$ cat config.mk
export PLATFORM = sky130hd
export DESIGN_NAME = alu_sweep_seq
export DESIGN_NICKNAME = d
export VERILOG_FILES = /design/src/rtl/alu_sweep_seq.sv
export SDC_FILE = /design/constraint.sdc
export NUM_CORES = 1
export LEC_CHECK = 0
export CORE_ASPECT_RATIO = 2
export CORE_MARGIN = 8
export CORE_UTILIZATION = 38
export DETAILED_ROUTE_END_ITERATION = 16
export PLACE_DENSITY = 0.77
export SYNTH_ARGS = -nofsm -noshare
export SYNTH_HDL_FRONTEND = slang
export SYNTH_SLANG_ARGS = --single-unit
$ cat constraint.sdc
create_clock -name clk -period 1.8 [get_ports clk]
set_clock_uncertainty 0.15 [all_clocks]
set_input_delay 0.54 -clock clk [delete_from_list [all_inputs] [get_ports clk]]
set_output_delay 0.54 -clock clk [all_outputs]
set_load 0.02 [all_outputs]
$ cat src/rtl/alu_sweep_seq.sv
// Sweeps every ALU control code over (op_a, op_b) and then (op_b, op_a), emitting one
// valid/ready record per code. Optional reference checker: define ALU_SWEEP_CHECK_EN.
module alu_sweep_seq #(
    parameter int WIDTH = 32
) (
    input  logic             clk,
    input  logic             reset,
    input  logic             start,
    input  logic [WIDTH-1:0] op_a,
    input  logic [WIDTH-1:0] op_b,
    output logic [WIDTH-1:0] alu_a,
    output logic [WIDTH-1:0] alu_b,
    output logic [2:0]       alu_f,
    input  logic [WIDTH-1:0] alu_y,
    output logic             res_valid,
    input  logic             res_ready,
    output logic [2:0]       res_f,
    output logic             res_swap,
    output logic [WIDTH-1:0] res_y,
    output logic             busy,
    output logic             done
`ifdef ALU_SWEEP_CHECK_EN
    ,
    output logic             err,
    output logic [3:0]       err_cnt
`endif
);

    typedef enum logic [1:0] {
        S_IDLE  = 2'd0,
        S_DRIVE = 2'd1,
        S_OUT   = 2'd2,
        S_DONE  = 2'd3
    } state_t;

    state_t           state_q, state_d;
    logic [WIDTH-1:0] a_q, a_d;
    logic [WIDTH-1:0] b_q, b_d;
    logic [2:0]       f_q, f_d;
    logic             swap_q, swap_d;
    logic [2:0]       res_f_q, res_f_d;
    logic             res_swap_q, res_swap_d;
    logic [WIDTH-1:0] res_y_q, res_y_d;

`ifdef ALU_SWEEP_CHECK_EN
    logic             err_q, err_d;
    logic [3:0]       err_cnt_q, err_cnt_d;
    logic [WIDTH-1:0] ref_y;

    always_comb begin
        ref_y = '0;
        case (alu_f)
            3'b000:  ref_y = alu_a & alu_b;
            3'b001:  ref_y = alu_a | alu_b;
            3'b010:  ref_y = alu_a + alu_b;
            3'b100:  ref_y = alu_a & ~alu_b;
            3'b101:  ref_y = alu_a | ~alu_b;
            3'b110:  ref_y = alu_a - alu_b;
            3'b111:  ref_y = {{(WIDTH-1){1'b0}}, ($signed(alu_a) < $signed(alu_b))};
            default: ref_y = '0;
        endcase
    end
`endif

    always_comb begin
        state_d    = state_q;
        a_d        = a_q;
        b_d        = b_q;
        f_d        = f_q;
        swap_d     = swap_q;
        res_f_d    = res_f_q;
        res_swap_d = res_swap_q;
        res_y_d    = res_y_q;
`ifdef ALU_SWEEP_CHECK_EN
        err_d      = err_q;
        err_cnt_d  = err_cnt_q;
`endif
        case (state_q)
            S_IDLE: begin
                if (start) begin
                    a_d     = op_a;
                    b_d     = op_b;
                    f_d     = 3'b000;
                    swap_d  = 1'b0;
                    state_d = S_DRIVE;
`ifdef ALU_SWEEP_CHECK_EN
                    err_d     = 1'b0;
                    err_cnt_d = 4'd0;
`endif
                end
            end
            S_DRIVE: begin
                res_y_d    = alu_y;
                res_f_d    = f_q;
                res_swap_d = swap_q;
                state_d    = S_OUT;
`ifdef ALU_SWEEP_CHECK_EN
                if (alu_y != ref_y) begin
                    err_d = 1'b1;
                    if (err_cnt_q != 4'd15) err_cnt_d = err_cnt_q + 4'd1;
                end
`endif
            end
            S_OUT: begin
                if (res_ready) begin
                    if (f_q != 3'b111) begin
                        // Code 011 is unused, so ADD steps straight to AND-NOT.
                        f_d     = (f_q == 3'b010) ? 3'b100 : f_q + 3'd1;
                        state_d = S_DRIVE;
                    end else if (!swap_q) begin
                        swap_d  = 1'b1;
                        f_d     = 3'b000;
                        state_d = S_DRIVE;
                    end else begin
                        state_d = S_DONE;
                    end
                end
            end
            default: state_d = S_IDLE;
        endcase
    end

    always_ff @(posedge clk) begin
        if (reset) begin
            state_q    <= S_IDLE;
            a_q        <= '0;
            b_q        <= '0;
            f_q        <= 3'b000;
            swap_q     <= 1'b0;
            res_f_q    <= 3'b000;
            res_swap_q <= 1'b0;
            res_y_q    <= '0;
`ifdef ALU_SWEEP_CHECK_EN
            err_q      <= 1'b0;
            err_cnt_q  <= 4'd0;
`endif
        end else begin
            state_q    <= state_d;
            a_q        <= a_d;
            b_q        <= b_d;
            f_q        <= f_d;
            swap_q     <= swap_d;
            res_f_q    <= res_f_d;
            res_swap_q <= res_swap_d;
            res_y_q    <= res_y_d;
`ifdef ALU_SWEEP_CHECK_EN
            err_q      <= err_d;
            err_cnt_q  <= err_cnt_d;
`endif
        end
    end

    assign alu_a     = swap_q ? b_q : a_q;
    assign alu_b     = swap_q ? a_q : b_q;
    assign alu_f     = f_q;
    assign res_valid = (state_q == S_OUT);
    assign res_f     = res_f_q;
    assign res_swap  = res_swap_q;
    assign res_y     = res_y_q;
    assign busy      = (state_q != S_IDLE);
    assign done      = (state_q == S_DONE);
`ifdef ALU_SWEEP_CHECK_EN
    assign err       = err_q;
    assign err_cnt   = err_cnt_q;
`endif

endmodule

======== Word-level counts from Yosys, hierarchy flattened ========
Cells that the tools add are included.
storage, ports and cells
  input port bits ......................... 100
  register bits after elaboration ......... 106
  logic and storage cells ................. 42
  output and inout bits ................... 106
cells by class
  equal/unequal tests ..................... 9
  add/sub/neg operators ................... 1
  reduce and logical (&&, ||, !) cells .... 7
  mux-type cells .......................... 17
operators with widths
  cell                 count
  $mux 32              2
  $mux 3               5
  $mux 2               4
  $reduce_and 4->1     2
  $pmux 2 s3           1
  $pmux 3 s2           1
  $eq 2x2->1 const B   2
  $ne 2x2->1 const B   2
  $reduce_and 2->1     2
  $reduce_bool 2->1    2
  $add 3x1->3 const B  1
  $eq 3x2->1 const B   1
  $mux 1               3
  $ne 3x2->1 const B   1
  $ne 3x3->1 const B   1
  $eq 2x1->1 const B   1
  $logic_not 2->1      1
  $ne 2x1->1 const B   1
  $pmux 1 s2           1

======== Longest topological paths before layout ========
  depth after elaboration ................. 5
  mapped depth ............................ 7
  mapped depth without buffers ............ 6

======== Worst setup path after synthesis ========
No wires, ideal clock.
  path kind ............................... register -> output
  start point ............................. reg swap_q
  end point ............................... out alu_a[30]
  path slack .............................. -0.150 ns
  data required time ...................... 1.110 ns
  cell stages (with the launch flop) ...... 5
  path buffers ............................ 3
  data arrival time ....................... 1.260 ns
  cells stage by stage .................... dfxtp_1 > clkbuf_1 > buf_2 > buf_2 > mux2_2
between the ends
  longest elaborated chain between the ends .. 1
ends and longest elaborated chain
  element                 RTL line  text
  start, declared         40        logic swap_q, swap_d;
  start signal, assigned  142       swap_q <= swap_d;
  $mux 32                 153       assign alu_a = swap_q ? b_q : a_q;
  end, declared           11        output logic [WIDTH-1:0] alu_a,
No other way between the ends.

======== Worst setup path after layout ========
  start point ............................. reg swap_q
  end point ............................... out alu_b[4]
between the ends
  longest elaborated chain between the ends .. 1
ends and longest elaborated chain
  element        RTL line  text
  $mux 32        154       assign alu_b = swap_q ? a_q : b_q;
  end, declared  12        output logic [WIDTH-1:0] alu_b,
No other way between the ends.

==> implementation parameters <==
Parameter                              Value

Outcome
  Run status ... finished, violations left
  Violated checks ... setup timing

Timing
  Final Hold Fails ... 0
  Worst relative slew slack ... 0.7461
  Final worst path period share ... 1.242
  Max Clock Freq ... 447.1 MHz
  Worst Slack Setup Final ... -0.4364 ns
  RSZ-0062 raised after global routing ... yes
  Final period demand of the worst path ... 2.236 ns
  Number of max-slew violations in the final report ... 0
  Worst Max-Slew Pin Slew ... 0.3809 ns
  Final Setup Violations ... 64

Placed design
  PortBufs ... 205
  Detailed placement HPWL ... 11710 um
  Global placer's final weighted congestion ... 0.8358
  Placed Cells ... 890
  Setup slack after placement ... -0.4536 ns

Global route
  Aggregate global-route resource usage ... 0.1849
  Wire length of the first global-routing pass ... 23270 um
  Vias in the first global route ... 4722
  Number of antenna violations at the first check in global routing ... 0
  Largest net degree at the start of global routing ... 43
  GRT overflow ... 0

Pwr
  Sw power ... 1.570 mW
  Peak supply drop ... 0.5587 mV
  Power share of the sequential group ... 0.457
  Int Pwr ... 4.079 mW
  Static Leakage ... 3.175 nW
  Comb power frac ... 0.217
  Clock network fraction of total power ... 0.326
  Total power density per cell area ... 761.0 nW/um^2
  Switching portion of total power ... 0.2780

Synth
  Count of mapped cells out of synthesis ... 553
  Most frequent cells after synthesis ... sky130_fd_sc_hd__nand2_1 (204), sky130_fd_sc_hd__dfxtp_1 (106), sky130_fd_sc_hd__a21oi_1 (104), sky130_fd_sc_hd__mux2_2 (64), sky130_fd_sc_hd__buf_2 (18)
  Ranking of synthesized cells by area ... sky130_fd_sc_hd__dfxtp_1 (46%), sky130_fd_sc_hd__nand2_1 (17%), sky130_fd_sc_hd__mux2_2 (16%)
  Biggest area consumer among synthesized cells ... sky130_fd_sc_hd__dfxtp_1
  Share of the synthesized area in the top cell type ... 0.4641
  Syn_area_per_cell ... 8.267 um^2
  Synth warn ... 0
  Number of enable-type register cells in the synthesized netlist ... 0
  Most frequent cell after synthesis ... sky130_fd_sc_hd__nand2_1
  Top_reg_cell synth ... sky130_fd_sc_hd__dfxtp_1
  Number of library cell types mapped by synthesis ... 28
  Proportion of synthesized flip-flops having asynchronous set or reset ... 0
  Post-synth design cell area ... 4572 um^2
  Synth Register Bits ... 106
  Post-Syn Nets ... 655
  Sequential fraction of the synthesis area ... 0.4641

CTS
  Inserted Clock Buffers ... 9
  Clock latency on the worst-skew pair ... 0.33 ns
  Clock tree from TritonCTS ... done
  CTS clock-pin slew for the worst setup and hold paths ... 0.07 ns
  CTS root buf ... sky130_fd_sc_hd__clkbuf_16
  Total clock sinks ... 106
  H-tree lvl count ... 3
  Buffers from clock root to sink, at most ... 2

Detailed routing
  Number of design rule violations left after detail routing ... 0
  Iteration count of the initial detailed-routing pass ... 4
  Via count ... 4649
  First-iteration detailed-routing DRC count ... 159
  Total Wirelength ... 16260 um
  Antenna violation net count after detailed routing ... 0
  Mean number of vias per cell ... 5.064
  Routed length per instance ... 17.71 um

Die
  Core Footprint ... 11770 um^2
  Total die area ... 16010 um^2
  Number of top-level design ports ... 206
  FP Rows ... 56
  Die boundary width ... 93.56 um
  Initial standard-cell utilization of the core ... 0.3884
  Die outline height ... 171.1 um

Critical path
  Crit path launch type ... flip-flop
  Endpoint type of the worst setup path ... output port
  Worst endpoint data arrival time ... 1.55 ns
  Required time of the critical path ... 1.11 ns
  Setup Crit Path Kind ... reg2out
  Largest fanout on the critical path ... 5

Job
  Maximum capacitance violations ... 0

Cells and area
  Number of nets in the finished design ... 871
  Final instance count without filler cells ... 918
  Combined flip-flop and latch cell area ... 2133 um^2
  Share of cells above drive strength 1 ... 0.2652
  Count of inserted antenna diode cells ... 0
  Area Overhead vs Synth ... 62.37%
  Util after Layout ... 0.6306
  # fillers ... 1007
  Area taken by multi-input logic gates ... 2382 um^2

Worst hold path
  Kind of path behind the tightest hold check ... reg2reg
cell families (layout without fill, tap and decap cells):
group / Yosys count / in the layout / synth area share
AO/OA/AOI/OAI: 112 / 112 / 0.1316
buffers and inverters: 44 / 264 / 0.04680
adder cells (fa/ha/maj): 2 / 2 / 0.005473
multiplexers: 64 / 64 / 0.1576
flip-flops: 106 / 106 / 0.4641
AND/OR/NAND/NOR: 225 / 225 / 0.1943
registers in the layout, indices dropped and copies added, names as in the netlist:
signal,cells
state_q,2
res_y,32
swap_q,1
res_f,3
res_swap,1
alu_f,3
a_q,32
b_q,32
metrics by stage:
stage	instance area, um^2	hold WS (ns)	TNS [ns]	total power, mW
after floorplan	4599	0.2934	-1.151	3.214
after global placement	6914	0.2915	-30.70	3.837
after detailed placement	6914	0.2970	-34.54	3.871
after CTS	6983	0.3043	-24.61	5.612
after global routing	7423	0.3204	-26.23	5.904
final	7423	0.2997	-23.76	5.649
metal layers:
layer | track usage | wire length (um)
met5 | 0 | 0
met4 | 0.1258 | 890
met3 | 0.05575 | 999
met2 | 0.3464 | 9050
met1 | 0.1614 | 5314
worst max-delay path: stages (launching register included):
cell and delay (ns):
sky130_fd_sc_hd__dfxtp_4 0.36, sky130_fd_sc_hd__buf_12 0.13, sky130_fd_sc_hd__buf_8 0.11, sky130_fd_sc_hd__buf_6 0.13, sky130_fd_sc_hd__mux2_2 0.35, sky130_fd_sc_hd__buf_6 0.13
final timing paths:
kind / start / slack [ns] / endpoint / cells after the start
max: swap_q / -0.44 / alu_b[4] / 5
min: res_f[1] / 0.30 / res_f[1] / 2
max reg2reg: alu_f[1] / 0.07 / alu_f[0] / 6
min reg2reg: res_f[1] / 0.30 / res_f[1] / 2
area by class of cell:
cell class | count | share of cell area
well taps | 145 | 0.02444
inverters | 3 | 0.001517
repair buffers | 246 | 0.3283
clock buffers | 10 | 0.03219
multi-input cells | 403 | 0.3209
flip-flops and latches | 106 | 0.2874
clock inverters | 5 | 0.005225
timing repair:
| action | 4_1_cts | 5_1_grt |
|---|---|---|
| setup buffers | 1 | 7 |
| pin swaps | 0 | 5 |
| resized for setup | 285 | 159 |
| hold buffers | 0 | 0 |
| setup endpoints to repair | 106 | 68 |
| cloned | 0 | 6 |
cell usage in the layout, fill, tap and decap left out, types with 2 or more instances in the layout:
| master | netlist | routed |
|---|---|---|
| sky130_fd_sc_hd__mux2_2 | 64 | 28 |
| sky130_fd_sc_hd__buf_6 | 1 | 46 |
| sky130_fd_sc_hd__nor2_4 | 1 | 2 |
| sky130_fd_sc_hd__buf_12 | 0 | 9 |
| sky130_fd_sc_hd__clkbuf_16 | 0 | 13 |
| sky130_fd_sc_hd__inv_1 | 3 | 2 |
| sky130_fd_sc_hd__mux2_4 | 0 | 36 |
| sky130_fd_sc_hd__clkdlybuf4s50_1 | 0 | 98 |
| sky130_fd_sc_hd__nor2b_1 | 2 | 2 |
| sky130_fd_sc_hd__a31oi_1 | 3 | 3 |
| sky130_fd_sc_hd__dlygate4sd2_1 | 0 | 38 |
| sky130_fd_sc_hd__dfxtp_1 | 106 | 101 |
| sky130_fd_sc_hd__a21oi_1 | 104 | 104 |
| sky130_fd_sc_hd__nor2_1 | 6 | 5 |
| sky130_fd_sc_hd__nand2_1 | 204 | 204 |
| sky130_fd_sc_hd__dfxtp_2 | 0 | 3 |
| sky130_fd_sc_hd__and2_1 | 3 | 2 |
| sky130_fd_sc_hd__buf_2 | 18 | 26 |
| sky130_fd_sc_hd__nand2b_1 | 2 | 2 |
| sky130_fd_sc_hd__inv_6 | 0 | 2 |
| sky130_fd_sc_hd__nand3_1 | 2 | 2 |
| sky130_fd_sc_hd__dfxtp_4 | 0 | 2 |
| sky130_fd_sc_hd__buf_4 | 5 | 22 |
power by group through the flow:
stage / clock network (mW) / logic (mW) / registers (mW)
final: 1.84 / 1.23 / 2.58
after floorplan: 0 / 0.559 / 2.65
after global placement: 0 / 1.21 / 2.62
after CTS: 1.88 / 1.15 / 2.58
after global routing: 1.99 / 1.32 / 2.60
after detailed placement: 0 / 1.24 / 2.63
Power figures use the tool's default switching activity.
